[config.mk]
export PLATFORM = sky130hd
export DESIGN_NAME = sample_frame_dispatcher
export DESIGN_NICKNAME = d
export VERILOG_FILES = /design/src/rtl/sample_frame_dispatcher.sv
export SDC_FILE = /design/constraint.sdc
export NUM_CORES = 1
export LEC_CHECK = 0
export CAP_MARGIN = 25
export CORE_AREA = 2 2 112 114
export DETAILED_ROUTE_END_ITERATION = 6
export DIE_AREA = 0 0 114 116
export PLACE_DENSITY = 0.86
export SKIP_CTS_REPAIR_TIMING = 1
export SLEW_MARGIN = 20
export SYNTH_ARGS = -nofsm -noshare
export SYNTH_HDL_FRONTEND = slang
export SYNTH_SLANG_ARGS = --single-unit
[constraint.sdc]
create_clock -name clk -period 4.5 [get_ports clk]
set_input_delay 0.9 -clock clk [delete_from_list [all_inputs] [get_ports clk]]
set_output_delay 0.9 -clock clk [all_outputs]
set_load 0.03 [all_outputs]
[src/rtl/sample_frame_dispatcher.sv]
// sample_frame_dispatcher
// Packs a serial per-channel sample stream into NUM_CH-wide frames held in two
// ping-pong banks. One bank fills while the other is offered to the consumer
// over a valid/ready handshake. Also handles frame-sync realignment, drops when
// both banks are busy, and keeps accepted/dropped frame counters.
module sample_frame_dispatcher #(
  parameter  int NUM_CH     = 4,
  parameter  int DATA_WIDTH = 16,
  parameter  int CNT_W      = 16,
  localparam int PTR_W      = (NUM_CH > 1) ? $clog2(NUM_CH) : 1
) (
  input  logic                         clk,
  input  logic                         rst_n,
  input  logic [DATA_WIDTH-1:0]        sample_in,
  input  logic                         sample_wr,
  input  logic                         frame_sync,
  output logic [NUM_CH*DATA_WIDTH-1:0] frame_out,
  output logic                         frame_valid,
  input  logic                         frame_ready,
  output logic [PTR_W-1:0]             ch_ptr,
  output logic                         overflow,
  output logic                         sync_err,
  input  logic                         err_clr,
  output logic [CNT_W-1:0]             frame_cnt,
  output logic [7:0]                   drop_cnt
);

  logic [DATA_WIDTH-1:0] bank_q [2][NUM_CH];
  logic [PTR_W-1:0]      ch_ptr_q, ch_ptr_d;
  logic                  wr_bank_q, wr_bank_d;
  logic                  pending_q, pending_d;
  logic                  overflow_q, overflow_d;
  logic                  sync_err_q, sync_err_d;
  logic [CNT_W-1:0]      frame_cnt_q, frame_cnt_d;
  logic [7:0]            drop_cnt_q, drop_cnt_d;

  logic [PTR_W-1:0]      idx;
  logic                  last_ch;
  logic                  accept;
  logic                  complete;
  logic                  swap;
  logic                  drop;

  // Next-state logic: write index, frame completion, swap-or-drop decision, sticky flags, counters
  always_comb begin
    idx        = frame_sync ? '0 : ch_ptr_q;
    last_ch    = (idx == PTR_W'(NUM_CH - 1));
    accept     = pending_q & frame_ready;
    complete   = sample_wr & last_ch;
    // The held frame may be replaced only if nothing is held or it leaves this very edge
    swap       = complete & (~pending_q | accept);
    drop       = complete & ~swap;

    ch_ptr_d   = ch_ptr_q;
    if (sample_wr) begin
      ch_ptr_d = last_ch ? '0 : idx + PTR_W'(1);
    end

    wr_bank_d  = wr_bank_q ^ swap;
    pending_d  = swap ? 1'b1 : (accept ? 1'b0 : pending_q);

    // Set has priority over a same-cycle clear so no event is lost
    overflow_d = drop | (overflow_q & ~err_clr);
    sync_err_d = (sample_wr & frame_sync & (ch_ptr_q != '0)) | (sync_err_q & ~err_clr);

    frame_cnt_d = accept ? frame_cnt_q + CNT_W'(1) : frame_cnt_q;
    drop_cnt_d  = (drop && drop_cnt_q != 8'hFF) ? drop_cnt_q + 8'd1 : drop_cnt_q;
  end

  // State registers and sample storage; reset discards partial and pending frames
  always_ff @(posedge clk) begin
    if (!rst_n) begin
      for (int b = 0; b < 2; b++) begin
        for (int k = 0; k < NUM_CH; k++) begin
          bank_q[b][k] <= '0;
        end
      end
      ch_ptr_q    <= '0;
      wr_bank_q   <= 1'b0;
      pending_q   <= 1'b0;
      overflow_q  <= 1'b0;
      sync_err_q  <= 1'b0;
      frame_cnt_q <= '0;
      drop_cnt_q  <= '0;
    end else begin
      if (sample_wr) begin
        bank_q[wr_bank_q][idx] <= sample_in;
      end
      ch_ptr_q    <= ch_ptr_d;
      wr_bank_q   <= wr_bank_d;
      pending_q   <= pending_d;
      overflow_q  <= overflow_d;
      sync_err_q  <= sync_err_d;
      frame_cnt_q <= frame_cnt_d;
      drop_cnt_q  <= drop_cnt_d;
    end
  end

  // The bank not being filled is the one presented to the consumer
  always_comb begin
    frame_out = '0;
    for (int k = 0; k < NUM_CH; k++) begin
      frame_out[k*DATA_WIDTH +: DATA_WIDTH] = bank_q[~wr_bank_q][k];
    end
  end

  assign frame_valid = pending_q;
  assign ch_ptr      = ch_ptr_q;
  assign overflow    = overflow_q;
  assign sync_err    = sync_err_q;
  assign frame_cnt   = frame_cnt_q;
  assign drop_cnt    = drop_cnt_q;

endmodule

# [Word level (Yosys, flattened, before mapping)]
# Memories as Yosys holds them, arrays and structs flattened.
# Cells that the tools add are included.
[totals] regBits=30 n_memories=1 output_inout_bits=93 elab_cells=50 inputBits=22 mem_bits_rw=128
[memory_table] memory="bank_q" depth=2 word_bits=64 read_ports=1 rd_ports_with_merged_regs=0 write_ports=2 line_no="28" source="logic [DATA_WIDTH-1:0] bank_q [2][NUM_CH];"
[op_classes] magnitude_cmp=2 add_sub_neg=3 n_bitwise=17 reduce_logical=5 mux=13 n_eq_ne=2
[ops] operator="64-bit two-way mux" n=3
[ops] operator="64-bit OR reduction" n=1
[ops] operator="16-bit demux with 2-bit select" n=1
[ops] operator="16-bit by 1-bit adder with 16-bit output, second input constant" n=1
[ops] operator="16-bit two-way mux" n=1
[ops] operator="8-bit by 1-bit adder with 8-bit output, second input constant" n=1
[ops] operator="1-bit bitwise AND" n=8
[ops] operator="8-bit != test, second input constant" n=1
[ops] operator="1-bit two-way mux" n=6
[ops] operator="2-bit two-way mux" n=2
[ops] operator="1-bit inverter" n=4
[ops] operator="2-bit nonzero test" n=2
[ops] operator="3-bit greater-or-equal comparator, second input constant" n=1
[ops] operator="3-bit by 1-bit less-than comparator with 1-bit output, second input constant" n=1
[ops] operator="2-bit inverter with 3-bit output" n=1
[ops] operator="1-bit bitwise OR" n=3
[ops] operator="2-bit by 1-bit adder with 2-bit output, second input constant" n=1
[ops] operator="2-bit == test, second input constant" n=1
[ops] operator="1-bit logical AND" n=2
[ops] operator="1-bit bitwise XOR" n=1

# [Depth between registers and ports, before layout]
# Gate-level depths: netlist (run 1).
[logic_depth] depth_word=9 depth_mapped=7 depth_no_buf=6

# [Least setup slack after synthesis (run 1)]
# OpenSTA, ideal clock, no wires.
[synth_path] path_type="in2reg" from="input frame_sync" to="memory bank_q[1][48] (netlist bit), enable pin" cell_stages=5 setup_slack_ps=1519 path_buffers=0 arrival_time_ps=2570 setup_time_ps=411 t_required_ps=4089 cell_sequence="and2b_1 > inv_2 > ha_1 > nand2_1 > o21ai_0"
[synth_rtl] element="start, declared" line_no="16" source="input logic frame_sync,"
[synth_rtl] element="end, declared" line_no="28"

# [Worst setup path after layout (run 1)]
[layout_path] from="register wr_bank_q" to="output frame_out[56]"
[layout_via] elab_chain_len=2
[layout_lines] element="start, declared" line_no="30" source="logic wr_bank_q, wr_bank_d;"
[layout_lines] element="start signal, assigned" line_no="90" source="wr_bank_q <= wr_bank_d;"
[layout_lines] element="1-bit inverter" line_no="103" source="frame_out[k*DATA_WIDTH +: DATA_WIDTH] = bank_q[~wr_bank_q][k];"
[layout_lines] element="memory 2 x 64 bit"
[layout_lines] element="end, declared" line_no="17" source="output logic [NUM_CH*DATA_WIDTH-1:0] frame_out,"
# Every way passes these cells.

==> reports/results.tsv, run 1 <==
metric	value	unit
run status	complete, no violations	
cell area after synthesis	6770	um2
total power draw	3.39	mW
via count	4368	
Fmax achieved	294	MHz
Longest Clk Path Bufs	2	
total CTS buffers	17	
largest net degree at the start of global routing	54	
commonest non-fill, non-tap cell in the layout	edfxtp_1	
die span in x	114	um
post-placement cell count	729	
commonest cells after routing, fill and taps aside	edfxtp_1 (128), clkdlybuf4s50_1 (114), and2_1 (80), mux2_2 (64), dfxtp_1 (29)	
CP Cell Sequence	buf_12, mux2_2, clkdlybuf4s50_1	
Hold WC Path Type	reg2reg	
Core Box Area	11900	um2
Peak VDD IR	0.237	mV
Reg clk slew, reported paths	0.06	ns
ANT nets after route	0	
Wirelength per Cell	20.1	um
Die Span Y	116	um
post-route cell area	8680	um2
clock sinks	158	
worst rel slew slack	0.296	
final worst-path cycle share	0.757	
Area Overhead vs Synth	28.3	%
CTS tree	built	
Iteration-0 DRC Markers	349	
RSZ-0062 raised after global routing	no	
Max H-tree Level	4	
initial antenna violation count	0	
crit path time final	3.41	ns
count of different cell masters after synthesis	50	
setup TNS	0	ns
Final Hold Vio Count	0	
# rows	40	
hold slack	0.489	ns
latest clock arrival within the worst-skew pair	0.42	ns
RePlAce Congestion	0.803	
I/O Pins	115	
Worst path top cell family by delay	buffers and inverters	
share of layout cells above drive strength 1	0.191	
vias in the first global route	4447	
yosys warns	0	
first-pass GRT wire length	23700	um
max cap viols	0	
Finished Layout Cells	761	
drt pass-1 iters	5	
starting density of the core	0.568	
worst-path fanout max	53	
critical path data required time	3.60	ns
LEAKAGE	3.12	nW
vias per cell	5.74	
final setup vio count	0	
Total Wirelength	15300	um
drt drc	0	
slowest cell on the critical path	dfxtp_2	
Antenna diodes	0	
Worst Path Buf+Inv	2	
Core Util, Final	0.729	
placed cell area	8090	um2
Worst Skew	0.00933	ns
P per Cell Area	391	nW/um2
Worst Max-Slew Pin Slew	1.05	ns
max-slew violation count	0	
final layout net count	626	
critical path class	reg2out	
Die ar.	13200	um2
Max stage delay on crit path	0.69	ns
Setup WS post-layout	1.09	ns
Top FF cell, synth	edfxtp_1	
HPWL Detailed	10000	um
Post-Syn Area per Cell	14.2	um2
Syn Nets	503	
clk root buf	clkbuf_16	
fill count	756	
Synth async-reset ratio	0	
Buffers on Ports	114	
Synth Register Bits	158	
Worst EP arrival	2.51	ns
Total GRT Usage	0.243	
crit end category	primary output	
dpl ws	1.11	ns
Cells after Synth	478	
Critical Path Start Type	register	
gr ovfl total	0	
share of the yosys chip area belonging to registers	0.657	
EDFF count, synth	128	
-- metal layers --
metal / share of wire / track usage
met1: 0.39 / 0.307
met2: 0.52 / 0.417
met3: 0.069 / 0.0560
met4: 0.015 / 0.0846
met5: 0 / 0
-- registers in the layout (all words and copies together), names as in the netlist --
register     count
frame_cnt       16
ch_ptr           2
frame_valid      1
overflow         1
bank_q         128
drop_cnt         8
sync_err         1
wr_bank_q        1
-- power breakdown --
| group | switching, mW | internal [mW] |
|---|---|---|
| sequential | 0.0228 | 1.65 |
| clock | 0.596 | 0.825 |
| combinational | 0.177 | 0.124 |
| total | 0.795 | 2.60 |
-- worst register-to-register path: stages (launching register included) --
cell and delay, ns:
dfxtp_1 0.51, and2b_1 0.25, inv_2 0.07, nor4_4 0.61, nand2b_1 0.68
-- cells by family after synthesis --
kind of cell,count (synthesis),share of synthesized area
muxes,66,0.109
buffers and inverters,27,0.0183
AOI/OAI and AO/OA,27,0.0274
DFF,158,0.657
adders and majority gates,3,0.00555
xor gates and xnor gates,14,0.0181
and+or+nand+nor,183,0.164
-- cells in the mapped netlist (3+ instances only) --
cell type  count  area [um2]
dfxtp_1       30         601
ha_1           3        37.5
a21oi_1        6        30.0
clkbuf_1       9        33.8
inv_1          3        11.3
o21ai_0        6        30.0
edfxtp_1     128        3840
nand4_1        9        56.3
nor4_1         3        18.8
xor2_1         7        61.3
and2_1        80         500
and4_1         4        35.0
a211oi_1       3        22.5
xnor2_1        7        61.3
buf_2          4        20.0
nand3_1        9        45.0
nand2b_1       6        37.5
mux2_2        64         721
buf_1          4        15.0
and3_1        18         113
nand2_1       14        52.6
nor3_1         4        20.0
nor2_1        23        86.3
-- final cells by class --
type,count,area (um2),area share
Sequential cell,158,4450,0.512
Multi-Input combinational cell,293,2200,0.254
Timing Repair Buffer,126,1240,0.143
Clock buffer,17,425,0.0490
Tap cell,147,184,0.0212
Clock inverter,15,161,0.0186
Inverter,5,18.8,0.00216
-- path summary, 6_finish.rpt --
kind,from,end,slack (ns),depth (start not counted)
setup / recovery,wr_bank_q,frame_out[56],1.09,3
hold / removal,frame_cnt[1],frame_cnt[1],0.49,2
setup reg to reg,ch_ptr[0],bank_q[0][34],2.01,4
hold reg to reg,frame_cnt[1],frame_cnt[1],0.49,2
Note: power is estimated with default switching activity, not from simulation.
==> inputs of run 2 (changes only) <==
--- a/config.mk
+++ b/config.mk
@@ -6,10 +6,10 @@
 export NUM_CORES = 1
 export LEC_CHECK = 0
 export CAP_MARGIN = 25
-export CORE_AREA = 2 2 112 114
+export CORE_AREA = 2 2 116 118
 export DETAILED_ROUTE_END_ITERATION = 6
-export DIE_AREA = 0 0 114 116
-export PLACE_DENSITY = 0.86
+export DIE_AREA = 0 0 118 120
+export PLACE_DENSITY = 0.81
 export SKIP_CTS_REPAIR_TIMING = 1
 export SLEW_MARGIN = 20
 export SYNTH_ARGS = -nofsm -noshare
==> constraint.sdc (replaced) <==
create_clock -name clk -period 3.2 [get_ports clk]
set_input_delay 0.64 -clock clk [delete_from_list [all_inputs] [get_ports clk]]
set_output_delay 0.64 -clock clk [all_outputs]
set_load 0.03 [all_outputs]
==> reports/results.tsv, run 2 (synthesized netlist as in run 1, its figures left out) <==
metric	value	unit
run status	complete, no violations	
I/O Pins	115	
CP Cell Sequence	buf_4, mux2_2, clkdlybuf4s50_1	
Hold WC Path Type	reg2reg	
Worst Skew	0.00717	ns
vias per cell	5.41	
CTS tree	built	
Top reg by flops	bank_q	
Core Box Area	13000	um2
worst-path fanout max	37	
Worst Path Buf+Inv	2	
crit path time final	2.92	ns
first-pass GRT wire length	22900	um
Core Util, Final	0.673	
Worst Max-Slew Pin Slew	0.805	ns
LEAKAGE	3.14	nW
crit end category	primary output	
via count	4304	
drt pass-1 iters	5	
Finished Layout Cells	795	
critical path class	reg2out	
total CTS buffers	17	
clk root buf	clkbuf_16	
Setup WS post-layout	0.282	ns
commonest cells after routing, fill and taps aside	edfxtp_1 (128), clkdlybuf4s50_1 (114), and2_1 (80), mux2_2 (64), dfxtp_1 (29)	
Max H-tree Level	4	
Peak VDD IR	0.396	mV
gr ovfl total	0	
Max stage delay on crit path	0.61	ns
Critical Path Start Type	register	
HPWL Detailed	9810	um
Die ar.	14200	um2
NetSw	1.04	mW
die span in x	118	um
Total Wirelength	14900	um
ANT nets after route	0	
RSZ-0062 raised after global routing	no	
Longest Clk Path Bufs	2	
Worst EP arrival	2.28	ns
Wirelength per Cell	18.7	um
Antenna diodes	0	
clock sinks	158	
Die Span Y	120	um
dpl ws	0.478	ns
Total GRT Usage	0.214	
Internal	3.64	mW
Fmax achieved	343	MHz
RePlAce Congestion	0.771	
final worst-path cycle share	0.912	
max-slew violation count	0	
worst rel slew slack	0.461	
Final Hold Vio Count	0	
final layout net count	632	
clock share of power	0.406	
Flop pwr share	0.501	
setup TNS	0	ns
initial antenna violation count	0	
drt drc	0	
# rows	42	
Buffers on Ports	114	
commonest non-fill, non-tap cell in the layout	edfxtp_1	
latest clock arrival within the worst-skew pair	0.42	ns
starting density of the core	0.521	
total power draw	4.67	mW
Reg clk slew, reported paths	0.06	ns
critical path data required time	2.56	ns
vias in the first global route	4498	
final setup vio count	0	
max cap viols	0	
share of layout cells above drive strength 1	0.194	
max FFs per register	128	
post-placement cell count	764	
Area Overhead vs Synth	29.1	%
Iteration-0 DRC Markers	341	
combinational power share	0.092	
slowest cell on the critical path	clkdlybuf4s50_1	
largest net degree at the start of global routing	38	
P per Cell Area	535	nW/um2
Worst path top cell family by delay	buffers and inverters	
sw frac	0.222	
-- run 2: layout make-up --
cell class	count	area, um2
flip-flops and latches	158	4450
well taps	176	220
fillers	920	4250
inverters	5	18.8
repair buffers	132	1290
clock buffers	21	440
clock inverters	10	116
multi-input cells	293	2200
-- run 2: metal layers --
metal | vias up | share of wire | global-route usage
li1 | 2015 | - | -
met1 | 2121 | 0.41 | 0.249
met2 | 136 | 0.51 | 0.369
met3 | 32 | 0.059 | 0.0627
met4 | 0 | 0.024 | 0.0926
met5 | - | 0 | 0
-- run 2: power by group through the flow --
stage                     sequential (mW)  clock [mW]  combinational (mW)
final                                2.34        1.90               0.431
after global routing                 2.35        2.00               0.451
after CTS                            2.34        1.92               0.434
after detailed placement             2.39           0               0.431
after global placement               2.38           0               0.426
after floorplan                      2.38           0               0.231
-- run 2: tightest hold or removal path: stages (launching register included) --
cell     delay (ns)
dfxtp_1        0.33
nand2_1        0.06
mux2i_1        0.06
-- run 2: metrics by stage --
stage / area (um2) / hold WS [ns]
finish: 8730 / 0.497
global route: 8730 / 0.518
CTS: 8730 / 0.497
detailed placement: 8180 / 0.486
global placement: 8180 / 0.458
floorplan: 6770 / 0.588
-- run 2: final timing paths --
kind / to / slack, ns / from / cells after the start
max: frame_out[53] / 0.28 / wr_bank_q / 3
min: frame_cnt[15] / 0.50 / frame_cnt[15] / 2
max reg2reg: bank_q[1][54] / 1.24 / ch_ptr[0] / 6
min reg2reg: frame_cnt[15] / 0.50 / frame_cnt[15] / 2
